### src/rtl/lc3b_types.sv
// lc3b_types: shared LC-3b word, condition-code, opcode and branch-control state types
package lc3b_types;
  typedef logic [15:0] lc3b_word;
  typedef logic [2:0] lc3b_nzp;
  typedef enum logic [3:0] {
    op_br   = 4'b0000,
    op_jsr  = 4'b0100,
    op_jmp  = 4'b1100,
    op_trap = 4'b1111
  } lc3b_opcode;
  typedef enum logic [1:0] {
    IDLE,
    TRAP_RD,
    REDIRECT
  } branch_ctrl_state_t;
endpackage

### src/rtl/br_cond_eval.sv
// br_cond_eval: BR taken test of the instruction nzp mask against the condition codes
module br_cond_eval
  import lc3b_types::*;
(
  input  lc3b_nzp ir_nzp,
  input  lc3b_nzp cc_nzp,
  output logic    taken
);
  assign taken = |(ir_nzp & cc_nzp);
endmodule

### src/rtl/branch_ctrl.sv
// branch_ctrl: control-transfer sequencer with flush, R7 link, trap-vector fetch and redirect handshake
module branch_ctrl
  import lc3b_types::*;
#(
  parameter int CNT_W = 16
) (
  input  logic             clk,
  input  logic             reset_n,
  input  logic             res_valid,
  input  lc3b_word         res_ir,
  input  lc3b_word         res_pc,
  input  lc3b_nzp          cc_nzp,
  input  lc3b_word         br_target,
  input  lc3b_word         base_r,
  output logic             flush,
  output logic             hold,
  output logic             link_we,
  output lc3b_word         link_data,
  output logic             dmem_read,
  output lc3b_word         dmem_addr,
  input  logic             dmem_resp,
  input  lc3b_word         dmem_rdata,
  output logic             redirect_valid,
  output lc3b_word         redirect_pc,
  input  logic             redirect_ready,
  input  logic             cnt_clr,
  output logic [CNT_W-1:0] taken_cnt
);
  branch_ctrl_state_t state;
  lc3b_word tgt_q;
  logic [7:0] vec_q;
  logic cond_tk, dec, is_br, is_jsr, is_jmp, is_trap, taken;
  lc3b_word target;
  logic ir_unused;
  assign ir_unused = res_ir[8];
  br_cond_eval u_cond (
    .ir_nzp(res_ir[11:9]),
    .cc_nzp(cc_nzp),
    .taken (cond_tk)
  );
  // decode only while idle; reset gating keeps every output low during reset
  always_comb begin
    dec     = reset_n && state == IDLE && res_valid;
    is_br   = res_ir[15:12] == op_br;
    is_jsr  = res_ir[15:12] == op_jsr;
    is_jmp  = res_ir[15:12] == op_jmp;
    is_trap = res_ir[15:12] == op_trap;
    taken   = dec && ((is_br && cond_tk) || is_jsr || is_jmp || is_trap);
    target  = (is_br || (is_jsr && res_ir[11])) ? br_target : base_r;
  end
  assign flush          = taken;
  assign hold           = state != IDLE;
  assign link_we        = dec && (is_jsr || is_trap);
  assign link_data      = link_we ? res_pc : '0;
  assign dmem_read      = state == TRAP_RD;
  assign dmem_addr      = dmem_read ? {7'b0, vec_q, 1'b0} : '0;
  assign redirect_valid = state == REDIRECT;
  assign redirect_pc    = redirect_valid ? tgt_q : '0;
  // transfer sequencing: idle -> (trap read) -> redirect -> idle
  always_ff @(posedge clk or negedge reset_n) begin
    if (!reset_n) begin
      state <= IDLE;
      tgt_q <= '0;
      vec_q <= '0;
    end else if (state == IDLE && taken) begin
      state <= is_trap ? TRAP_RD : REDIRECT;
      tgt_q <= is_trap ? tgt_q : target;
      vec_q <= res_ir[7:0];
    end else if (state == TRAP_RD && dmem_resp) begin
      state <= REDIRECT;
      tgt_q <= dmem_rdata;
    end else if (state == REDIRECT && redirect_ready) begin
      state <= IDLE;
    end
  end
  // saturating taken counter; clear beats a same-cycle increment
  always_ff @(posedge clk or negedge reset_n) begin
    if (!reset_n) taken_cnt <= '0;
    else taken_cnt <= cnt_clr ? '0 : (taken && !(&taken_cnt)) ? taken_cnt + CNT_W'(1) : taken_cnt;
  end
endmodule

### config.mk
export PLATFORM = sky130hd
export DESIGN_NAME = branch_ctrl
export DESIGN_NICKNAME = d
export VERILOG_FILES = /design/src/rtl/lc3b_types.sv /design/src/rtl/br_cond_eval.sv /design/src/rtl/branch_ctrl.sv
export SDC_FILE = /design/constraint.sdc
export NUM_CORES = 1
export LEC_CHECK = 0
export BUFFER_PORTS_ARGS = -buffer_cell sky130_fd_sc_hd__buf_2
export CAP_MARGIN = 20
export CORE_MARGIN = 5
export CORE_UTILIZATION = 44
export DETAILED_ROUTE_END_ITERATION = 10
export PLACE_DENSITY = 0.77
export SKIP_LAST_GASP = 1
export SYNTH_ARGS = -nofsm -noshare
export SYNTH_HDL_FRONTEND = slang
export SYNTH_HIERARCHICAL = 1
export SYNTH_SLANG_ARGS = --single-unit
### constraint.sdc
create_clock -name clk -period 2.8 [get_ports clk]
set_clock_uncertainty 0.2 [all_clocks]
set_input_delay 0.56 -clock clk [delete_from_list [all_inputs] [get_ports clk]]
set_output_delay 0.56 -clock clk [all_outputs]
set_load 0.005 [all_outputs]
==> results of run 1 <==
-- sequential cells by signal, indices dropped and copies added, names as in the netlist --
| signal | flops |
|---|---|
| tgt_q | 16 |
| taken_cnt | 16 |
| state | 2 |
| vec_q | 8 |
-- Yosys cell counts, drive strengths merged --
cell type,instances
a2111oi,1
a211o,1
a211oi,1
a21o,2
a21oi,11
a222oi,1
a41o,1
and2,41
and3,2
and4,5
buf,17
clkbuf,9
conb,1
dfrtp,42
ha,1
inv,9
mux2,17
mux2i,1
nand2,48
nand3,7
nand4,4
nand4b,1
nor2,22
nor2b,5
o21a,1
o21ai,44
o31ai,4
or3,7
or4,5
xnor2,1
xor2,1
-- final cells by class --
class	count	share of cell area, %
clock buffers	6	2.37
inverters	9	0.970
multi-input cells	243	40.6
flip-flops and latches	42	30.2
well taps	75	2.69
repair buffers	157	23.2
-- logic make-up after synthesis --
logic type               Yosys count  synth area share, %
flip-flops                        42                 40.2
AND/OR/NAND/NOR                  147                 29.4
XOR/XNOR                           2                0.671
AO/OA/AOI/OAI                     67                 14.7
multiplexers                      18                 7.71
adder cells (fa/ha/maj)            1                0.479
buffers and inverters             35                 6.70
other                              1                0.144
-- power groups by stage --
stage	clock network [mW]	registers, mW	logic (mW)
2_1_floorplan	0	0.755	0.155
3_3_place_gp	0	0.766	0.260
3_5_place_dp	0	0.768	0.272
4_1_cts	0.395	0.758	0.270
5_1_grt	0.424	0.772	0.308
6_report	0.381	0.758	0.265
-- routing by layer --
metal / up-vias / global-route usage [%] / wire length, um
met2: 109 / 32.6 / 3710
met4: 0 / 5.10 / 107
met1: 1212 / 23.6 / 2890
met3: 10 / 3.41 / 669
li1: 1339 / - / -
met5: - / 0 / 0
-- critical path, cell delays in order --
cell	delay, ns
buf_2	0.10
a222oi_1	0.33
inv_1	0.08
nor2b_1	0.14
o21ai_1	0.31
a21o_1	0.21
inv_2	0.05
buf_2	0.12
-- worst paths after layout --
check,from,end
worst max register to register,taken_cnt[0]$_DFFE_PN0P_,taken_cnt[8]$_DFFE_PN0P_
worst min-delay path,reset_n,taken_cnt[0]$_DFFE_PN0P_
worst min register to register,vec_q[4]$_DFFE_PN0P_,vec_q[4]$_DFFE_PN0P_
worst max-delay path,res_ir[9],flush
max in group asynchronous,reset_n,tgt_q[13]$_DFFE_PN0P_
min in group clk,res_ir[1],vec_q[1]$_DFFE_PN0P_
-- cell usage in the layout, fill, tap and decap left out, types with 7 or more instances in the layout --
master,count
dfrtp_1,42
buf_2,148
buf_4,9
or3_1,7
a21oi_1,11
o21ai_0,24
o21ai_1,20
nand3_1,7
mux2_1,17
and2_1,41
inv_1,8
conb_1,8
nand2_1,48
nor2_1,22
==> results.toml, run 1 <==
[worst_setup_path]
startpoint_type = "input pin"
reg2reg_depth = 7
cp_max_fo = 4
cp_data_arrival_time_ns = 1.90
crit_type = "in -> out"
required_ns = 2.04
rrSetupSlack_ns = 0.31
cp-end-kind = "output pin"

[cells_and_area]
syn2layout_area_growth_pct = 33.3
layout.nets = 548
antenna_cells = 0
drive_gt1_share_pct = 37.2
utilization_pct = 59.5
multi_input_area_sq_um = 1410
seq_area_sq_um = 1050
final_cells = 532
fillers = 545
design_area_sq_um = 3480

[global_routing]
grt_use_total_pct = 18.7
grt_max_degree = 43
overflow = 0
grt_pass1_wl_um = 11400
grt_pass1_vias = 2448
antenna_found_initial = 0

[logic_synthesis]
syn-cell-area_sq_um = 2610
yosys_warnings = 6
synth-seq-cells = 42
netlist_top_cells_area = "dfrtp_1, and2_1, mux2_1"
synth.distinct_cells = 37
yosysSeqAreaShare_pct = 40.2
syn_avg_cell_area_sq_um = 8.35
synth.top_cell.area_share_pct = 40.2
yosysTopAreaCell = "dfrtp_1"
syn_inst = 313

[drt]
ant_nets = 0
drtIter0Drc = 130
vias_per_cell = 5.02
finalWirelength_um = 7380
firstDrtPassIters = 4
num_vias = 2670
post_drt_wl_per_cell_um = 13.9
route.detailed.drc = 0

[floorplan]
coreArea_sq_um = 5850
start_util_pct = 44.7
die_area_sq_um = 7580
die_width_um = 87.1
pin_count = 158
row_count = 28
die_y_um = 87.1

[sta]
setup_viol = 0
fmaxAchievable_mhz = 375
slew_violations = 0
tightest_slew_ns = 0.992
period_share_pct = 95.2
setup_tns_ns = 0
finalHoldViolCount = 0
hold_ws_ns = 0.205
finalWorstSetupSlack_ns = 0.135
slew_headroom_pct = 33.4
period_needed_ns = 2.66
rsz0062_at_grt = "no"

[place]
dp_hpwl_um = 5750
dp.cells = 526
dpl_cell_area_sq_um = 3400
place_ws_ns = 0.0851
place.gp.congestion = 0.804
io_buffers = 148

[cts]
cts_tree = "done"
htreeDepth = 2
clock_path_buffers = 2
cts_resized = 0
hold_buffers = 0
post-cts-setup-buffer-count = 0
clock_latency_ns = 0.28
cts_root_buf = "clkbuf_8"
cts_inserted_buffers = 5
clock_sinks = 42
clk_pin_slew_worst_paths_ns = 0.07

[status]
outcome = "complete, no violations"

[power]
seqPwrFrac_pct = 54.0
p_total_mw = 1.40
p_int_mw = 1.03
ir_worst_vdd_mv = 0.279
swShare_pct = 26.5
powerDensity_nw_per_um2 = 403
p_sw_mw = 0.372
p_leak_nw = 1.90
pwr-share-clk_pct = 27.1
combPwrFrac_pct = 18.9

[hold_path]
hold_path.class = "in -> async"

[job]
maxCapViolCount = 0
No activity file was read; power rests on OpenSTA's default activity.
==> run 2, diff against run 1 <==
--- a/config.mk
+++ b/config.mk
@@ -7,10 +7,13 @@
 export LEC_CHECK = 0
 export BUFFER_PORTS_ARGS = -buffer_cell sky130_fd_sc_hd__buf_2
 export CAP_MARGIN = 20
+export CELL_PAD_IN_SITES_DETAIL_PLACEMENT = 1
+export CELL_PAD_IN_SITES_GLOBAL_PLACEMENT = 2
 export CORE_MARGIN = 5
-export CORE_UTILIZATION = 44
+export CORE_UTILIZATION = 23
 export DETAILED_ROUTE_END_ITERATION = 10
-export PLACE_DENSITY = 0.77
+export PLACE_DENSITY_LB_ADDON = 0.15
+export REMOVE_ABC_BUFFERS = 1
 export SKIP_LAST_GASP = 1
 export SYNTH_ARGS = -nofsm -noshare
 export SYNTH_HDL_FRONTEND = slang
==> run 2 against run 1 <==
- cell count up 14%
- wire length up 27%
- non-clock buffer count up 3
- critical path depth unchanged
- count of clock-buffer cells in the layout up 1
- total power up 21%
- setup slack better by 0.043 ns
- flip-flop and latch count unchanged
- sequential share of layout area down 1.6 points
- design area up 5.5%
- utilization down 27 points
- critical path type unchanged
==> results.toml, run 2 (synthesis gave the netlist of run 1 again) <==
[sta]
hold_ws_ns = 0.229
slew_headroom_pct = 55.3
period_needed_ns = 2.62
setup_tns_ns = 0
period_share_pct = 93.6
finalWorstSetupSlack_ns = 0.178
finalHoldViolCount = 0
slew_violations = 0
tightest_slew_ns = 0.666
setup_viol = 0
rsz0062_at_grt = "no"
fmaxAchievable_mhz = 381

[cells_and_area]
final_cell_mix = "buf_2, nand2_1, dfrtp_1"
syn2layout_area_growth_pct = 40.6
layout.nets = 551
drive_gt1_share_pct = 37.4
final_cells = 605
top_regs = "taken_cnt (16), tgt_q (16), vec_q (8)"
layout_commonest_cell = "buf_2"
fillers = 1412
antenna_cells = 0
utilization_pct = 32.6
design_area_sq_um = 3670

[job]
maxCapViolCount = 0

[floorplan]
start_util_pct = 23.2
row_count = 39
die_width_um = 117
die_y_um = 117
pin_count = 158
coreArea_sq_um = 11300
die_area_sq_um = 13600

[power]
p_int_mw = 1.27
ir_worst_vdd_mv = 0.245
pwr-share-clk_pct = 39.2
swShare_pct = 25.3
p_leak_nw = 1.95
powerDensity_nw_per_um2 = 461
p_sw_mw = 0.429
seqPwrFrac_pct = 44.6
combPwrFrac_pct = 16.2
p_total_mw = 1.69

[drt]
wl_met3_um = 799
route.detailed.drc = 0
vias_per_cell = 4.57
num_vias = 2763
post_drt_wl_per_cell_um = 15.5
ant_nets = 0
firstDrtPassIters = 4
drtIter0Drc = 80
highest_layer = "met4"
finalWirelength_um = 9400
wl_met1_um = 4010
dr_wl_met2_um = 4530

[cts]
cts_root_buf = "clkbuf_16"
clock_path_buffers = 2
cts_tree = "done"
post-cts-setup-buffer-count = 0
clk_pin_slew_worst_paths_ns = 0.06
htreeDepth = 2
clock_latency_ns = 0.28
clock_sinks = 42
cts_resized = 0
hold_buffers = 0
cts_inserted_buffers = 5

[place]
dp.cells = 597
dp_hpwl_um = 7090
place_ws_ns = 0.129
place.gp.congestion = 0.720
dpl_cell_area_sq_um = 3510
io_buffers = 148

[global_routing]
antenna_found_initial = 0
overflow = 0
grt_pass1_wl_um = 14000
grt_max_degree = 43
grt_use_total_pct = 13.1
grt_pass1_vias = 2786

[worst_setup_path]
critPathSlowestCell = "a222oi_1"
cp-end-kind = "output pin"
crit_type = "in -> out"
crit_path_cell_trace = "buf_2, a222oi_1, inv_1, nor2b_1, o21ai_1, a21o_1, inv_2, buf_2"
startpoint_type = "input pin"
reg2reg_depth = 7
cp_max_fo = 4
cp_data_arrival_time_ns = 1.86
cpPeakStageDelay_ns = 0.32
cp_common_cell = "buf_2"
required_ns = 2.04

[hold_path]
hold_path.class = "in -> async"

[status]
outcome = "complete, no violations"
run 2: cell types whose count changed in the layout (fill, tap and decap cells not counted), sizes merged:
| cell | previous run | this run |
|---|---|---|
| bufinv | 0 | 1 |
| clkbuf | 6 | 7 |
| buf | 157 | 160 |
run 2: layout make-up:
type / count / area (sq um) / area share [%]
Timing Repair Buffer: 160 / 835 / 22.7
Clock inverter: 1 / 30.0 / 0.817
Clock buffer: 7 / 133 / 3.61
Multi-Input combinational cell: 243 / 1410 / 38.5
Sequential cell: 42 / 1050 / 28.6
Tap cell: 143 / 179 / 4.87
Inverter: 9 / 33.8 / 0.920
run 2: worst paths after layout:
path	startpoint	to	slack, ns
setup / recovery	res_ir[9]	flush	0.18
hold / removal	reset_n	taken_cnt[6]$_DFFE_PN0P_	0.23
setup reg to reg	taken_cnt[0]$_DFFE_PN0P_	taken_cnt[3]$_DFFE_PN0P_	0.33
hold reg to reg	vec_q[2]$_DFFE_PN0P_	vec_q[2]$_DFFE_PN0P_	0.27
max in group asynchronous	reset_n	tgt_q[14]$_DFFE_PN0P_	1.76
min in group clk	res_ir[5]	vec_q[5]$_DFFE_PN0P_	0.26
run 2: per-layer routing:
metal  up-vias  GRT usage (%)
met5         -              0
met4         0           3.06
met3         4           2.59
met2       102           22.9
met1      1312           16.6
li1       1345              -
run 2: power by group through the flow:
| stage | Clock, mW | Combinational (mW) | Sequential, mW |
|---|---|---|---|
| after floorplan | 0 | 0.139 | 0.755 |
| after global placement | 0 | 0.274 | 0.764 |
| after detailed placement | 0 | 0.284 | 0.769 |
| after CTS | 0.681 | 0.285 | 0.757 |
| after global routing | 0.710 | 0.320 | 0.770 |
| final | 0.664 | 0.275 | 0.756 |
run 2: critical path, delay by kind of cell:
family / cells / cell delay, ns
AO/OA/AOI/OAI: 3 / 0.81
buffers and inverters: 4 / 0.35
AND/OR/NAND/NOR: 1 / 0.14
